## src/rtl/punc_datapath_pkg.sv

```systemverilog
// Shared encodings for the PUnC control FSM and datapath: mux selects,
// ALU opcodes and the condition-code reset value.
package punc_datapath_pkg;

  typedef enum logic [1:0] {
    ADDR_PC     = 2'b00,
    ADDR_ALU    = 2'b01,
    ADDR_STORE  = 2'b10,
    ADDR_PC_ALT = 2'b11
  } addr_sel_e;

  typedef enum logic [1:0] {
    WRF_PC      = 2'b00,
    WRF_MEM     = 2'b01,
    WRF_ALU     = 2'b10,
    WRF_ALU_ALT = 2'b11
  } wrf_sel_e;

  typedef enum logic [1:0] {
    SEXT_IMM5  = 2'b00,
    SEXT_OFF6  = 2'b01,
    SEXT_OFF9  = 2'b10,
    SEXT_OFF11 = 2'b11
  } sext_sel_e;

  typedef enum logic {A_PC = 1'b0, A_RF0 = 1'b1} a_sel_e;
  typedef enum logic {B_RF1 = 1'b0, B_SEXT = 1'b1} b_sel_e;
  typedef enum logic {PCD_ADDER = 1'b0, PCD_RF0 = 1'b1} pc_data_sel_e;
  typedef enum logic {PCA_OFF11 = 1'b0, PCA_OFF9 = 1'b1} pc_add_sel_e;
  typedef enum logic {NZP_ALU = 1'b0, NZP_MEM = 1'b1} nzp_sel_e;

  typedef enum logic [1:0] {
    ALU_ADD    = 2'b00,
    ALU_AND    = 2'b01,
    ALU_PASS_A = 2'b10,
    ALU_NOT    = 2'b11
  } alu_op_e;

  localparam logic [2:0] NZP_RESET = 3'b010;

  // One-hot {negative, zero, positive} classification of a 16-bit value.
  function automatic logic [2:0] nzp_of(input logic [15:0] v);
    return {v[15], v == 16'h0000, !v[15] && (v != 16'h0000)};
  endfunction

endpackage

```

## src/rtl/punc_datapath_alu.sv

```systemverilog
// Combinational PUnC ALU: ADD, AND, pass-through of A, and bitwise NOT of A.
module punc_alu
  import punc_datapath_pkg::*;
#(
  parameter int WIDTH = 16
) (
  input  logic [WIDTH-1:0] i_a,
  input  logic [WIDTH-1:0] i_b,
  input  logic [1:0]       i_alu_sel,
  output logic [WIDTH-1:0] o_result
);

  always_comb begin
    o_result = i_a;
    case (alu_op_e'(i_alu_sel))
      ALU_ADD:    o_result = i_a + i_b;
      ALU_AND:    o_result = i_a & i_b;
      ALU_PASS_A: o_result = i_a;
      ALU_NOT:    o_result = ~i_a;
    endcase
  end

endmodule

```

## src/rtl/punc_datapath.sv

```systemverilog
// PUnC LC3 datapath: PC, IR, NZP and indirect-address registers plus the
// ALU, sign extension, PC adder and routing muxes, steered by control strobes.
module punc_datapath
  import punc_datapath_pkg::*;
#(
  parameter int               WIDTH    = 16,
  parameter logic [WIDTH-1:0] RESET_PC = 16'h0000
) (
  input  logic             clk,
  input  logic             rst,
  input  logic             i_pc_clr,
  input  logic             i_pc_ld,
  input  logic             i_pc_inc,
  input  logic             i_pc_data_sel,
  input  logic             i_pc_add_sel,
  input  logic             i_ir_ld,
  input  logic             i_store_ld,
  input  logic [1:0]       i_addr_mem_sel,
  input  logic [1:0]       i_w_rf_sel,
  input  logic [1:0]       i_sext_sel,
  input  logic             i_a_sel,
  input  logic             i_b_sel,
  input  logic [1:0]       i_alu_sel,
  input  logic             i_nzp_sel,
  input  logic             i_n_ld,
  input  logic             i_z_ld,
  input  logic             i_p_ld,
  input  logic [WIDTH-1:0] i_mem_r_data,
  output logic [WIDTH-1:0] o_mem_addr,
  output logic [WIDTH-1:0] o_mem_w_data,
  input  logic [WIDTH-1:0] i_rf_r_data_0,
  input  logic [WIDTH-1:0] i_rf_r_data_1,
  output logic [WIDTH-1:0] o_rf_w_data,
  output logic [WIDTH-1:0] o_ir,
  output logic [WIDTH-1:0] o_pc,
  output logic             o_n,
  output logic             o_z,
  output logic             o_p
);

  localparam logic [WIDTH-1:0] ONE = 1;

  logic [WIDTH-1:0] r_pc;
  logic [WIDTH-1:0] r_ir;
  logic [WIDTH-1:0] r_store;
  logic             r_n;
  logic             r_z;
  logic             r_p;

  logic [WIDTH-1:0] w_sext;
  logic [WIDTH-1:0] w_pc_off;
  logic [WIDTH-1:0] w_pc_next;
  logic [WIDTH-1:0] w_alu_a;
  logic [WIDTH-1:0] w_alu_b;
  logic [WIDTH-1:0] w_alu_result;
  logic [WIDTH-1:0] w_nzp_src;
  logic [2:0]       w_nzp_flags;

  always_comb begin
    w_sext = {{(WIDTH-5){r_ir[4]}}, r_ir[4:0]};
    case (sext_sel_e'(i_sext_sel))
      SEXT_IMM5:  w_sext = {{(WIDTH-5){r_ir[4]}}, r_ir[4:0]};
      SEXT_OFF6:  w_sext = {{(WIDTH-6){r_ir[5]}}, r_ir[5:0]};
      SEXT_OFF9:  w_sext = {{(WIDTH-9){r_ir[8]}}, r_ir[8:0]};
      SEXT_OFF11: w_sext = {{(WIDTH-11){r_ir[10]}}, r_ir[10:0]};
    endcase
  end

  // The PC adder has its own offset extraction so a branch target can be
  // formed while the shared sign extender feeds the ALU.
  assign w_pc_off  = (pc_add_sel_e'(i_pc_add_sel) == PCA_OFF9)
                   ? {{(WIDTH-9){r_ir[8]}}, r_ir[8:0]}
                   : {{(WIDTH-11){r_ir[10]}}, r_ir[10:0]};
  assign w_pc_next = (pc_data_sel_e'(i_pc_data_sel) == PCD_RF0)
                   ? i_rf_r_data_0 : (r_pc + w_pc_off);

  assign w_alu_a = (a_sel_e'(i_a_sel) == A_RF0) ? i_rf_r_data_0 : r_pc;
  assign w_alu_b = (b_sel_e'(i_b_sel) == B_SEXT) ? w_sext : i_rf_r_data_1;

  punc_alu #(.WIDTH(WIDTH)) u_alu (
    .i_a       (w_alu_a),
    .i_b       (w_alu_b),
    .i_alu_sel (i_alu_sel),
    .o_result  (w_alu_result)
  );

  always_comb begin
    o_mem_addr = r_pc;
    case (addr_sel_e'(i_addr_mem_sel))
      ADDR_PC:     o_mem_addr = r_pc;
      ADDR_ALU:    o_mem_addr = w_alu_result;
      ADDR_STORE:  o_mem_addr = r_store;
      ADDR_PC_ALT: o_mem_addr = r_pc;
    endcase
  end

  always_comb begin
    o_rf_w_data = r_pc;
    case (wrf_sel_e'(i_w_rf_sel))
      WRF_PC:      o_rf_w_data = r_pc;
      WRF_MEM:     o_rf_w_data = i_mem_r_data;
      WRF_ALU:     o_rf_w_data = w_alu_result;
      WRF_ALU_ALT: o_rf_w_data = w_alu_result;
    endcase
  end

  assign w_nzp_src   = (nzp_sel_e'(i_nzp_sel) == NZP_MEM) ? i_mem_r_data : w_alu_result;
  assign w_nzp_flags = nzp_of(w_nzp_src);

  // Reset wins over every strobe; each flag loads independently so partial
  // NZP loads behave bitwise.
  always_ff @(posedge clk) begin
    if (rst) begin
      r_pc              <= RESET_PC;
      r_ir              <= '0;
      r_store           <= '0;
      {r_n, r_z, r_p}   <= NZP_RESET;
    end else begin
      if (i_pc_clr)      r_pc <= RESET_PC;
      else if (i_pc_ld)  r_pc <= w_pc_next;
      else if (i_pc_inc) r_pc <= r_pc + ONE;
      if (i_ir_ld)    r_ir    <= i_mem_r_data;
      if (i_store_ld) r_store <= i_mem_r_data;
      if (i_n_ld)     r_n     <= w_nzp_flags[2];
      if (i_z_ld)     r_z     <= w_nzp_flags[1];
      if (i_p_ld)     r_p     <= w_nzp_flags[0];
    end
  end

  assign o_mem_w_data = i_rf_r_data_1;
  assign o_ir         = r_ir;
  assign o_pc         = r_pc;
  assign o_n          = r_n;
  assign o_z          = r_z;
  assign o_p          = r_p;

endmodule

```

## config.mk

```make
export PLATFORM = sky130hd
export DESIGN_NAME = punc_datapath
export DESIGN_NICKNAME = d
export VERILOG_FILES = /design/src/rtl/punc_datapath_pkg.sv /design/src/rtl/punc_datapath_alu.sv /design/src/rtl/punc_datapath.sv
export SDC_FILE = /design/constraint.sdc
export NUM_CORES = 1
export LEC_CHECK = 0
export CORE_ASPECT_RATIO = 1.5
export CORE_UTILIZATION = 36
export CTS_BUF_LIST = sky130_fd_sc_hd__clkbuf_2
export CTS_CLUSTER_DIAMETER = 120
export DETAILED_ROUTE_END_ITERATION = 10
export GPL_TIMING_DRIVEN = 0
export SLEW_MARGIN = 10
export SYNTH_ARGS = -nofsm -noshare
export SYNTH_HDL_FRONTEND = slang
export SYNTH_HIERARCHICAL = 1
export SYNTH_SLANG_ARGS = --single-unit
```

## constraint.sdc

```tcl
create_clock -name clk -period 5 [get_ports clk]
set_input_delay 1 -clock clk [delete_from_list [all_inputs] [get_ports clk]]
set_output_delay 1 -clock clk [all_outputs]
set_load 0.005 [all_outputs]
```

[After elaboration in Yosys (flattened, before gate mapping)]
Index checks and enable logic that the tools add are counted.
Cells by class
  add/sub/neg operators: 3
  equal/unequal tests: 12
  muxes and demuxes: 11
  bitwise logic cells: 2
  reduce and logical (&&, ||, !) cells: 12
Operators with widths (count)
  $pmux W16 S4: 2
  $mux W16: 7
  $pmux W16 S3: 2
  $add A16 B16 Y16: 2
  $add A16 B1 Y16 const B: 1
  $and A16 B16 Y16: 1
  $eq A2 B2 Y1 const B: 8
  $logic_not A16 Y1: 1
  $not A16 Y16: 1
  $reduce_bool A16 Y1: 1
  $eq A2 B1 Y1 const B: 4
  $logic_not A2 Y1: 4
  $reduce_or A2 Y1: 3
  $reduce_bool A2 Y1: 1
  $logic_and A1 B1 Y1: 1
  $logic_not A1 Y1: 1
Word-level totals
  register bits after elaboration: 51
  input bits: 71
  output and inout bits: 83
  logic and storage cells: 46

[Longest topological paths before layout]
  depth after elaboration: 8
  depth in mapped cells: 18
  mapped depth without buffers: 17

[Hierarchy]
The synthesis kept the hierarchy.
Modules (own cells, without submodules)
  punc_datapath: times used 1, cells an instance 527, area each 4176.5 um2, sequential area each 1021.0 um2
  punc_alu: times used 1, cells an instance 202, area each 1311.3 um2, sequential area each 0.0 um2

[Worst setup path before layout]
OpenSTA, ideal clock, no wires.
  kind: input to output
  start point: input i_a_sel
  end point: output o_rf_w_data[14]
  arrival time: 3.749 ns
  path slack: 0.251 ns
  cell stages on the path: 12
  buffers on the path: 3
  cell sequence: clkbuf_1 -> clkbuf_1 -> mux2_2 -> ha_1 -> buf_6 -> a21o_1 -> a21o_1 -> a221o_1 -> or3_1 -> a31o_1 -> nand2_1 -> o21ai_0
On the way
  longest elaborated chain between the ends: 4
Ends and longest elaborated chain
  start, declared: line punc_datapath.sv:21  | input logic i_a_sel,
  $mux W16: line punc_datapath.sv:77  | assign w_alu_a = (a_sel_e'(i_a_sel) == A_RF0) ? i_rf_r_data_0 : r_pc;
  named net w_alu_a[11]: line punc_datapath.sv:53  | logic [WIDTH-1:0] w_alu_a;
  $add A16 B16 Y16: line punc_datapath_alu.sv:16  | ALU_ADD: o_result = i_a + i_b;
  $pmux W16 S4: line punc_datapath_alu.sv:15  | case (alu_op_e'(i_alu_sel))
  named net w_alu_result[14]: line punc_datapath.sv:55  | logic [WIDTH-1:0] w_alu_result;
  $pmux W16 S3: line punc_datapath.sv:99  | case (wrf_sel_e'(i_w_rf_sel))
  end, declared: line punc_datapath.sv:33  | output logic [WIDTH-1:0] o_rf_w_data,
The timed path passes the listed nets, and every way through them passes these cells.

[Worst setup path in the final report]
  start point: input i_b_sel
  end point: output o_mem_addr[14]
On the way
  longest elaborated chain between the ends: 4
Ends and longest elaborated chain
  start, declared: line punc_datapath.sv:22  | input logic i_b_sel,
  $mux W16: line punc_datapath.sv:78  | assign w_alu_b = (b_sel_e'(i_b_sel) == B_SEXT) ? w_sext : i_rf_r_data_1;
  named net w_alu_b[11]: line punc_datapath.sv:54  | logic [WIDTH-1:0] w_alu_b;
  $add A16 B16 Y16: line punc_datapath_alu.sv:16
  $pmux W16 S4: line punc_datapath_alu.sv:15
  named net w_alu_result[14]: line punc_datapath.sv:55
  $pmux W16 S3: line punc_datapath.sv:89  | case (addr_sel_e'(i_addr_mem_sel))
  end, declared: line punc_datapath.sv:29  | output logic [WIDTH-1:0] o_mem_addr,
The timed path passes the listed nets, and every way through them passes these cells.

==> impl_metrics.csv <==
group,metric,value,unit
worst_setup_path,worst-endpoint-arrival,3.99,ns
die,dieHeight,153,µm
routing,routed_wl,23.3,mm
yosys,synth_cells,729,
grt,grt_util_met3,2.83,%
cts,holdBufCountCts,0,
power,p_leak,3.22,nW
grt,antenna_found_initial,1,
cts,clock-sinks,51,
yosys,synth-seq-cells,51,
sta,fin_worst_skew,0.0105,ns
routing,drt_iter0_markers,339,
cts,clock_path_buffers,2,
grt,grt.overflow.total,0,
power,ir_worst_vdd,0.0000977,V
yosys,synth_cell_types,68,
grt,grt_pass1_wl,34.5,mm
place,port_buffers,147,
power,power-per-cell-area,177,mW/mm²
worst_setup_path,critPathMaxFanout,8,
yosys,synthesis.nets,836,
routing,vias_per_cell,5.78,
sta,slew_headroom,37.1,%
die,floorplan.initialDensity,37.3,%
worst_setup_path,r2r-start,"o_ir[4]",
layout,final_nets,1004,
min_path,worstHoldEndpoint,"o_p",
grt,use_met1,33.7,%
yosys,synth.most_common_cell,"nand2_1",
sta,hold_viol_final,0,
layout,fin_util,51.9,%
cts,htreeDepth,2,
layout,syn_to_final_growth,39.4,%
routing,vias,6333,
worst_setup_path,critPathLaunchType,"input port",
cts,root_buffer,"clkbuf_2",
grt,grt_pass1_vias,6214,
worst_setup_path,path_class,"in -> out",
sta,finalCritPeriodShare,99.8,%
worst_setup_path,reg2reg_slack,0.46,ns
die,die-area,0.0158,mm²
worst_setup_path,crit_path_end_kind,"output pin",
grt,grt_max_degree,19,
place,gp_congestion,0.976,
worst_setup_path,crit_required,4.00,ns
die,num_io_pins,154,
yosys,synth_top_area_share,18.6,%
run_status,outcome,"completed",
cts,cts_inserted_buffers,5,
sta,fmax,200,MHz
die,placementRows,54,
layout,drive_above_1_share,15.1,%
yosys,ys.flop_type,"dfxtp_1",
min_path,hold_depth,2,
grt,gr-usage-all-layers,29.2,%
yosys,post_synth.cell_area_avg,7.53,µm²
min_path,hold_start,"o_p",
worst_setup_path,ff2ff_path_depth,20,
flow_run,max_cap_viol_count,0,
yosys,synth_seq_area_share,18.6,%
sta,layout_min_cycle_time,4.99,ns
die,die_x,103,µm
grt,grtUsageMet2,51.9,%
yosys,synthTopCellsByArea,"dfxtp_1 19%, mux2i_1 11%, ha_1 8.0%, o21ai_0 6.6%, nand2_1 6.2%",
routing,avgRoutedWirePerCell,21.2,µm
sta,worst_pin_slew,0.933,ns
yosys,synth_common_cells,"90 x nand2_1, 72 x o21ai_0, 65 x nor2_1",
worst_setup_path,worstReg2RegEnd,"o_z",
cts,cts_tree,"done",
yosys,synth_top_cell_by_area,"dfxtp_1",
yosys,synth_area,0.00549,mm²
sta,drv_slew,0,
sta,finalSetupViolCount,0,
die,core_area,0.0147,mm²
routing,drc,0,
sta,rsz0062_at_grt,"true",
yosys,async_flop_share,0,%
cts,insertion_delay,0.49,ns
place,dp_hpwl,18.7,mm
yosys,synth_warnings,6,
cts,cts.clk_slew.worst_paths,0.31,ns
sta,fin_tns_setup,0,ns
min_path,hold_path.class,"reg -> reg",
grt,grt_busiest_layer,"met2",
yosys,synth_edf_count,0,
routing,ant_nets,0,
routing,first_pass_iters,5,
==> cells in the final DEF, fill, tap and decap left out, types with 5 or more instances in the layout <==
cell type          n
o21a_1             7
a22oi_1           16
buf_1              5
and4_1             6
mux2i_1           58
buf_2              9
clkbuf_2           7
dfxtp_1           49
clkbuf_1          25
nor4_1             8
o21ai_2            5
nor2b_1            8
ha_1              29
buf_4             28
inv_1             15
a31oi_1            7
o21ai_0           65
a21oi_1           32
nor3_1             6
dlygate4sd2_1      6
nand3_1            9
mux2_2            21
xor2_1             6
nor2_1            65
buf_6              6
a21o_1             7
and3_1             7
nand2_1           88
dlymetal6s2s_1    10
xnor2_1           28
a21oi_2           11
o21ai_1            9
nand4_1            9
clkdlybuf4s50_1  126
o211ai_1          16
==> kinds of logic (layout without fill, tap and decap cells) <==
group	Yosys count	after routing	synth area share (%)
muxes	79	79	14.9
DFF	51	51	18.6
adders and majority gates	36	36	8.34
AOI/OAI and AO/OA	221	221	25.9
xor gates and xnor gates	34	34	5.43
buffers and inverters	76	245	7.16
and+or+nand+nor	232	232	19.7
other	0	1	0
==> state kept, by name (all words and copies together), names as in the netlist <==
signal	flops
o_ir	16
o_pc	16
r_store	16
o_n	1
o_p	1
o_z	1
==> worst max-delay path, cell delays in order <==
cell,delay (ns)
dlygate4sd2_1,0.27
clkbuf_8,0.18
buf_4,0.16
o21ai_4,0.08
buf_6,0.13
o21ai_2,0.05
ha_1,0.30
buf_6,0.13
a21o_1,0.18
a21o_1,0.16
a221o_1,0.32
or3_1,0.34
a31o_1,0.28
buf_6,0.15
nand2_2,0.05
o21ai_2,0.06
buf_2,0.14
==> where the power goes <==
part	switching (W)	internal, W	total (W)
Clock	0.000159	0.0000392	0.000199
Combinational	0.000355	0.000332	0.000687
Sequential	0.0000368	0.000432	0.000468
Total	0.000551	0.000803	0.00135
==> metal layers <==
layer | vias up | part of all wire, %
met5 | - | 0
li1 | 3000 | -
met2 | 274 | 50
met3 | 66 | 5.2
met1 | 2993 | 39
met4 | 0 | 5.2
==> per-stage QoR <==
| step | power [W] | setup slack [ns] | instance area, µm² | hold WS, ns | std cells |
|---|---|---|---|---|---|
| final | 0.00135 | 0.0101 | 7650 | 0.499 | 1095 |
| after global routing | 0.00143 | -0.115 | 7650 | 0.525 | 1095 |
| after CTS | 0.00133 | -0.0559 | 7470 | 0.507 | 1088 |
| after detailed placement | 0.00110 | -1.28 | 7200 | 0.482 | 1072 |
| after global placement | 0.00109 | -1.31 | 7200 | 0.456 | 1072 |
| after floorplan | 0.000809 | 0.251 | 5490 | 0.461 | 729 |
==> area by class of cell <==
cell class | instances | area [µm²]
antenna | 1 | 2.50
buffer | 61 | 359
clock buffer | 5 | 25.0
clock inverter | 3 | 27.5
fill | 1572 | 7080
inverter | 15 | 56.3
multi-input combinational | 602 | 4320
sequential | 51 | 1020
tap | 196 | 245
timing repair buffer | 161 | 1590
==> worst max path at each step <==
| stage | slack, ns | from | depth (start not counted) | endpoint |
|---|---|---|---|---|
| 3_5_place_dp | -1.28 | i_sext_sel[0] | 16 | o_mem_addr[14] |
| 2_1_floorplan | 0.25 | i_a_sel | 12 | o_rf_w_data[14] |
| 5_1_grt | -0.11 | i_sext_sel[0] | 18 | o_mem_addr[14] |
| 6_report | 0.01 | i_b_sel | 17 | o_mem_addr[14] |
| 4_1_cts | -0.06 | i_b_sel | 17 | o_mem_addr[14] |
| 3_3_place_gp | -1.31 | i_sext_sel[0] | 16 | o_mem_addr[14] |
==> timing repair <==
item / in CTS / in global routing
endpoints found under the setup margin: 32 / 18
gates resized for setup: 67 / 37
buffers inserted: 8 / 6
hold endpoints to repair: 0 / 0
pin swaps: 6 / 13
(Power assumes the default switching activity.)
